File: src/rtl/sequential_alu.sv
// sequential_alu -- multi-cycle ALU with a three-state control FSM.
//
// Single-cycle operations (AND, OR, NOR, ADD, SUB, LUI, compare, invalid)
// complete on the accepting edge. SLL and SRL with a non-zero shift amount
// shift a work register by one bit per cycle.
//
// Ports:
//   clk          rising-edge clock for all state
//   reset        synchronous active-low reset
//   start        request pulse, accepted only when busy=0
//   ALUOperation 4-bit opcode (0 AND,1 OR,2 NOR,3 ADD,4 SUB,5 LUI,6 SLL,
//                7 SRL,8 compare, 9-15 invalid)
//   A, B         32-bit operands
//   shamt        5-bit shift amount for SLL/SRL
//   busy         high whenever the FSM is not IDLE
//   done         one-cycle pulse; result outputs are valid in that cycle
//   ALUResult    registered result
//   Zero         registered (ALUResult == 0)
//   invalid_op   registered; high when the completed opcode was 9-15
module sequential_alu (
  input  logic        clk,
  input  logic        reset,
  input  logic        start,
  input  logic [3:0]  ALUOperation,
  input  logic [31:0] A,
  input  logic [31:0] B,
  input  logic [4:0]  shamt,
  output logic        busy,
  output logic        done,
  output logic [31:0] ALUResult,
  output logic        Zero,
  output logic        invalid_op
);

  typedef enum logic [1:0] {
    S_IDLE,
    S_SHIFT,
    S_DONE
  } state_t;

  typedef enum logic [3:0] {
    OP_AND = 4'd0,
    OP_OR  = 4'd1,
    OP_NOR = 4'd2,
    OP_ADD = 4'd3,
    OP_SUB = 4'd4,
    OP_LUI = 4'd5,
    OP_SLL = 4'd6,
    OP_SRL = 4'd7,
    OP_CMP = 4'd8
  } op_t;

  state_t      r_state;
  logic        r_shift_left;
  logic [31:0] r_work;
  logic [4:0]  r_cnt;
  logic [31:0] r_result;
  logic        r_zero;
  logic        r_invalid;

  logic [31:0] w_imm_result;
  logic        w_imm_invalid;
  logic        w_is_shift;
  logic [31:0] w_work_next;

  // Result of a single-cycle operation, computed straight from the inputs
  // on the accepting edge. Shift opcodes here cover the shamt=0 case only.
  always_comb begin
    w_imm_result  = '0;
    w_imm_invalid = 1'b0;
    case (ALUOperation)
      OP_AND:         w_imm_result = A & B;
      OP_OR:          w_imm_result = A | B;
      OP_NOR:         w_imm_result = ~(A | B);
      OP_ADD:         w_imm_result = A + B;
      OP_SUB, OP_CMP: w_imm_result = A - B;
      OP_LUI:         w_imm_result = {B[15:0], 16'h0000};
      OP_SLL, OP_SRL: w_imm_result = B;
      default: begin
        w_imm_result  = '0;
        w_imm_invalid = 1'b1;
      end
    endcase
  end

  assign w_is_shift  = (ALUOperation == OP_SLL) || (ALUOperation == OP_SRL);
  assign w_work_next = r_shift_left ? {r_work[30:0], 1'b0} : {1'b0, r_work[31:1]};

  always_ff @(posedge clk) begin
    if (!reset) begin
      r_state      <= S_IDLE;
      r_shift_left <= 1'b0;
      r_work       <= '0;
      r_cnt        <= '0;
      r_result     <= '0;
      r_zero       <= 1'b0;
      r_invalid    <= 1'b0;
    end else begin
      case (r_state)
        S_IDLE: begin
          if (start) begin
            r_shift_left <= (ALUOperation == OP_SLL);
            if (w_is_shift && (shamt != 5'd0)) begin
              r_work  <= B;
              r_cnt   <= shamt;
              r_state <= S_SHIFT;
            end else begin
              r_result  <= w_imm_result;
              r_zero    <= (w_imm_result == '0);
              r_invalid <= w_imm_invalid;
              r_state   <= S_DONE;
            end
          end
        end
        S_SHIFT: begin
          r_work <= w_work_next;
          r_cnt  <= r_cnt - 5'd1;
          // Last shift step: publish the shifted value as it is written.
          if (r_cnt == 5'd1) begin
            r_result  <= w_work_next;
            r_zero    <= (w_work_next == '0);
            r_invalid <= 1'b0;
            r_state   <= S_DONE;
          end
        end
        S_DONE: begin
          r_state <= S_IDLE;
        end
        default: begin
          r_state <= S_IDLE;
        end
      endcase
    end
  end

  assign busy       = (r_state != S_IDLE);
  assign done       = (r_state == S_DONE);
  assign ALUResult  = r_result;
  assign Zero       = r_zero;
  assign invalid_op = r_invalid;

endmodule

File: config.mk
export PLATFORM = sky130hd
export DESIGN_NAME = sequential_alu
export DESIGN_NICKNAME = d
export VERILOG_FILES = /design/src/rtl/sequential_alu.sv
export SDC_FILE = /design/constraint.sdc
export NUM_CORES = 1
export LEC_CHECK = 0
export ABC_AREA = 1
export CAP_MARGIN = 20
export CORE_MARGIN = 2
export CORE_UTILIZATION = 33
export CTS_CLUSTER_DIAMETER = 120
export DETAILED_ROUTE_END_ITERATION = 10
export HOLD_SLACK_MARGIN = 0.05
export PLACE_DENSITY = 0.52
export SLEW_MARGIN = 10
export SYNTH_ARGS = -nofsm -noshare
export SYNTH_HDL_FRONTEND = slang
export SYNTH_SLANG_ARGS = --single-unit
File: constraint.sdc
create_clock -name clk -period 8.8 [get_ports clk]
set_clock_uncertainty 0.15 [all_clocks]
set_input_delay 1.76 -clock clk [delete_from_list [all_inputs] [get_ports clk]]
set_output_delay 1.76 -clock clk [all_outputs]
set_load 0.01 [all_outputs]
==> flow_summary.json, run 1 <==
{
  "whs_path_depth": 2,
  "root_buffer": "clkbuf_16",
  "syn-cell-area_um2": 8228,
  "peakVddDrop_mv": 0.09376,
  "grt-ovfl-total": 0,
  "finalSetupViolCount": 0,
  "drc": 0,
  "combPwrFrac_pct": 40.5,
  "syn_to_final_growth_pct": 20.86,
  "start_util_pct": 33.73,
  "netlist_instances": 1474,
  "slowest_stage": "clkdlybuf4s50_1",
  "ys_types": 45,
  "clock_latency_ns": 0.34,
  "final_area_um2": 9945,
  "postCtsSetupBuffers": 0,
  "switching_share_pct": 37.94,
  "detail-route-antenna-nets": 0,
  "grt_first_pass_wirelength_mm": 52.46,
  "clkSinkCount": 74,
  "die_h_um": 161.9,
  "synth_top_area_share_pct": 20.94,
  "numCtsBuffers": 9,
  "filler_cell_count": 2772,
  "ctsResizeCount": 0,
  "cts_tree": "yes",
  "cp-startpoint": "B[1]",
  "postLayoutCoreUtil_pct": 40.77,
  "critPathMaxStageDelay_ns": 0.56,
  "drt_iter0_drc": 850,
  "vias_per_cell": 5.223,
  "final_common_cell": "nand2_1",
  "place_congestion": 0.9710,
  "mappedNetlistNets": 1587,
  "reg2reg_from": "r_state[1]",
  "critPathArrivalTime_ns": 6.48,
  "cap_violations": 0,
  "drv_slew": 0,
  "regArea_um2": 1481,
  "fmax_ghz": 0.1573,
  "ioPinCount": 112,
  "io_buffers": 111,
  "place_inst": 1868,
  "r2r_slack_ns": 5.81,
  "hold_start": "r_work[28]",
  "required_ns": 8.93,
  "setup_ws_ns": 2.442,
  "worst-setup-path-type": "in2reg",
  "slew-limit-headroom_pct": 39.52,
  "status": "complete, no violations",
  "dpl_cell_area_um2": 9594,
  "synth_area_leaders": "nand2_1 21%, dfxtp_1 18%, inv_1 9.2%, nor2_1 7.1%, ha_1 5.5%",
  "htree_num_levels": 3,
  "yosysWarningCount": 0,
  "p_switching_uw": 518.6,
  "yosysTopAreaCell": "nand2_1",
  "cp_common_cell": "nand2_1",
  "reg2reg_depth": 12,
  "path_clk_slew_ns": 0.06,
  "die_x_um": 161.9,
  "ys.flop_type": "dfxtp_1",
  "hold_viol": 0,
  "holdBufCountCts": 0,
  "path_max_fanout": 5,
  "pwr-share-clk_pct": 31.9,
  "wl_per_cell_um": 18.30,
  "synth_edf_count": 0,
  "power.internal_uw": 848.3,
  "layout_common_cells": "459 x nand2_1, 201 x inv_1, 154 x nor2_1",
  "clockBufferDepth": 2,
  "antenna_found_initial": 0,
  "wl_mm": 34.48,
  "dp_hpwl_mm": 27.25,
  "fin_crit_sh_pct": 72.25,
  "avgSynthCellArea_um2": 5.582,
  "grt_max_degree": 62,
  "first_pass_iters": 7,
  "grtUsageTotal_pct": 25.96,
  "final_cells": 1884,
  "grt_setup_unrepaired": "false",
  "grt_pass1_vias": 9006,
  "async_flop_share_pct": 0,
  "rows": 57,
  "end_kind": "flip-flop",
  "multi_input_area_um2": 5739,
  "ys_ff_latch": 74,
  "die-area_um2": 26210,
  "cellPowerDensity_nw_per_um2": 137.5,
  "hold_slack_ns": 0.3194,
  "leakage_nw": 4.648,
  "worstSetupStartpointType": "input port",
  "layout-drive-gt1-share_pct": 4.808,
  "setup_tns_ns": 0,
  "antenna_cells": 0,
  "core_area_um2": 24390,
  "p_total_mw": 1.367,
  "worst_pin_slew_ns": 0.9050,
  "fin_crit_ns": 6.358,
  "hp-class": "reg2reg",
  "pwr-share-seq_pct": 27.6,
  "pre_cts_slack_ns": 2.167,
  "yosysSeqAreaShare_pct": 18.00,
  "vias": 9841,
  "layout.nets": 1668
}
-- cell usage after synthesis (2+ instances only) --
| cell type | count |
|---|---|
| nand3_1 | 80 |
| inv_1 | 201 |
| buf_6 | 2 |
| ha_1 | 36 |
| buf_2 | 18 |
| nand2_2 | 4 |
| o21a_1 | 2 |
| nand4_1 | 20 |
| o22ai_1 | 17 |
| nand3b_1 | 10 |
| nor3_2 | 2 |
| nor4_1 | 5 |
| mux2i_1 | 11 |
| nand2_1 | 459 |
| o221ai_1 | 2 |
| o21bai_1 | 5 |
| nor3_1 | 26 |
| nor2_2 | 5 |
| a31oi_1 | 45 |
| o21ai_0 | 80 |
| a21oi_1 | 79 |
| or2_2 | 20 |
| inv_2 | 8 |
| a211oi_1 | 24 |
| o21ai_1 | 3 |
| a21oi_2 | 2 |
| nand3_2 | 3 |
| clkbuf_1 | 29 |
| nor2_1 | 155 |
| dfxtp_1 | 74 |
| and2_1 | 5 |
| xor2_1 | 29 |
-- per-layer routing --
metal	vias up	track usage, %	part of all wire, %
li1	4952	-	-
met1	4461	37.57	48
met2	385	40.83	43
met3	43	3.115	6.6
met4	0	6.557	2.4
met5	-	0	0
-- final timing paths --
kind	end
max	Zero
min	r_work[28]
max reg2reg	ALUResult[22]
min reg2reg	r_work[28]
-- final cells by class --
class / count / share of cell area, %
multi-input combinational: 1140 / 57.71
timing repair buffer: 120 / 11.85
clock buffer: 10 / 2.403
clock inverter: 6 / 1.120
sequential: 74 / 14.90
inverter: 210 / 7.939
tap: 324 / 4.076
-- cells by family after synthesis --
group | Yosys count | synth area share [%]
adder cells (fa/ha/maj) | 37 | 5.718
flip-flops | 74 | 18.00
XOR/XNOR | 29 | 3.087
AO/OA/AOI/OAI | 265 | 18.42
AND/OR/NAND/NOR | 798 | 41.10
buffers and inverters | 260 | 12.33
multiplexers | 11 | 1.338
-- state kept, by name (all words and copies together) (netlist names) --
name and count:
r_cnt 5, r_work 32, ALUResult 32, invalid_op 1, r_state 2, r_shift_left 1, Zero 1
-- critical path: cells and delay by family --
family	cells	cell delay (ns)
and+or+nand+nor	19	2.51
buffers and inverters	2	0.82
adders and majority gates	2	0.61
AOI/OAI and AO/OA	4	0.59
xor gates and xnor gates	1	0.19
-- power by group through the flow --
stage          Combinational [mW]  Clock (mW)  Sequential (mW)
2_1_floorplan               0.324           0            0.390
3_5_place_dp                0.546           0            0.385
4_1_cts                     0.550       0.442            0.378
5_1_grt                     0.616       0.461            0.381
6_report                    0.553       0.436            0.378
3_3_place_gp                0.548           0            0.385
No activity file was read; power rests on OpenSTA's default activity.
==> run 2: changes to the inputs <==
==> constraint.sdc (replaced) <==
create_clock -name clk -period 6.2 [get_ports clk]
set_clock_uncertainty 0.15 [all_clocks]
set_input_delay 1.24 -clock clk [delete_from_list [all_inputs] [get_ports clk]]
set_output_delay 1.24 -clock clk [all_outputs]
set_load 0.01 [all_outputs]
==> flow_summary.json, run 2 (same netlist as run 1, synthesis figures left out) <==
{
  "status": "complete, no violations",
  "cts_tree": "yes",
  "fin_crit_ns": 5.734,
  "antenna_found_initial": 0,
  "leakage_nw": 4.674,
  "io_buffers": 111,
  "cp_common_cell": "nand2_1",
  "first_pass_iters": 7,
  "layout_common_cells": "459 x nand2_1, 201 x inv_1, 154 x nor2_1",
  "syn_to_final_growth_pct": 21.09,
  "path_max_fanout": 5,
  "die-area_um2": 26210,
  "wl_per_cell_um": 18.32,
  "power.internal_mw": 1.112,
  "rows": 57,
  "grt-ovfl-total": 0,
  "layout.nets": 1679,
  "setup_tns_ns": 0,
  "hp-class": "reg2reg",
  "dp_hpwl_mm": 27.74,
  "ctsResizeCount": 0,
  "clock_latency_ns": 0.34,
  "die_h_um": 161.9,
  "pre_cts_slack_ns": 0.3202,
  "detail-route-antenna-nets": 0,
  "die_x_um": 161.9,
  "place_congestion": 0.9659,
  "grtUsageMet2_pct": 41.28,
  "core_area_um2": 24390,
  "drv_slew": 0,
  "combPwrFrac_pct": 43.0,
  "final_cells": 1895,
  "grt_util_met3_pct": 4.699,
  "hold_slack_ns": 0.3214,
  "vias": 9941,
  "ioPinCount": 112,
  "switching_share_pct": 39.73,
  "pwr-share-clk_pct": 27.9,
  "finalSetupViolCount": 0,
  "drt_iter0_drc": 907,
  "fmax_ghz": 0.1744,
  "critPathMaxStageDelay_ns": 0.55,
  "dpl_cell_area_um2": 9677,
  "cp-startpoint": "B[1]",
  "required_ns": 6.32,
  "grt_pass1_vias": 9272,
  "peakVddDrop_mv": 0.1232,
  "layout-drive-gt1-share_pct": 5.411,
  "slowest_stage": "nor3_1",
  "root_buffer": "clkbuf_16",
  "final_area_um2": 9963,
  "postLayoutCoreUtil_pct": 40.85,
  "path_clk_slew_ns": 0.06,
  "worst-setup-path-type": "in2reg",
  "p_total_mw": 1.846,
  "fin_crit_sh_pct": 92.48,
  "grt_max_degree": 61,
  "p_switching_uw": 733.4,
  "wl_mm": 34.72,
  "reg2reg_from": "r_state[0]",
  "grt_setup_unrepaired": "false",
  "worstSetupStartpointType": "input port",
  "slew-limit-headroom_pct": 41.92,
  "pwr-share-seq_pct": 29.1,
  "grtUsageTotal_pct": 26.45,
  "clkSinkCount": 74,
  "drc": 0,
  "start_util_pct": 33.73,
  "hold_start": "r_work[28]",
  "antenna_cells": 0,
  "postCtsSetupBuffers": 0,
  "worst_pin_slew_ns": 0.8692,
  "cellPowerDensity_nw_per_um2": 185.3,
  "vias_per_cell": 5.246,
  "grt_first_pass_wirelength_mm": 53.52,
  "htree_num_levels": 3,
  "cap_violations": 0,
  "final_common_cell": "nand2_1",
  "place_inst": 1879,
  "setup_ws_ns": 0.4661,
  "grt-busiest-layer": "met2",
  "hold_viol": 0,
  "critPathArrivalTime_ns": 5.85,
  "numCtsBuffers": 9,
  "end_kind": "flip-flop",
  "clockBufferDepth": 2,
  "grt_util_met1_pct": 36.98,
  "holdBufCountCts": 0
}
==> run 2: cell types whose count changed in the layout (fill, tap and decap cells not counted) <==
cell,previous run,this run
inv_6,1,0
buf_4,9,20
clkinv_2,2,5
bufinv_16,3,1
clkbuf_1,0,1
clkbuf_8,1,0
==> run 2: path summary, 6_finish.rpt <==
check                                      to  slack, ns  depth (start not counted)
worst max register to register  ALUResult[27]       3.43                         12
worst max-delay path                     Zero       0.47                         26
worst min-delay path               r_work[28]       0.32                          2
worst min register to register     r_work[28]       0.32                          2
==> run 2: final cells by class <==
| cell class | instances | area (um2) |
|---|---|---|
| Multi-Input combinational cell | 1140 | 5739 |
| Fill cell | 2760 | 14430 |
| Sequential cell | 74 | 1481 |
| Clock inverter | 6 | 57.56 |
| Tap cell | 324 | 405.4 |
| Inverter | 210 | 789.5 |
| Clock buffer | 10 | 229.0 |
| Timing Repair Buffer | 131 | 1261 |
==> run 2: power groups by stage <==
stage / combinational, mW / clock (mW) / sequential [mW]
6_report: 0.794 / 0.515 / 0.537
5_1_grt: 0.889 / 0.550 / 0.540
4_1_cts: 0.789 / 0.524 / 0.537
3_5_place_dp: 0.784 / 0 / 0.546
3_3_place_gp: 0.788 / 0 / 0.547
2_1_floorplan: 0.459 / 0 / 0.554
==> run 2: critical path: cells and delay by family <==
family,cells,cell delay (ns)
compound gates,3,0.60
buf+inv,4,0.78
fa+ha+maj,1,0.35
xor+xnor,1,0.20
simple gates,17,2.65
==> run 2: metal layers <==
layer  share of wire [%]  vias up
met5                   0        -
met2                  43      426
met3                 8.1       55
met1                  46     4478
met4                 3.1        0
li1                    -     4982
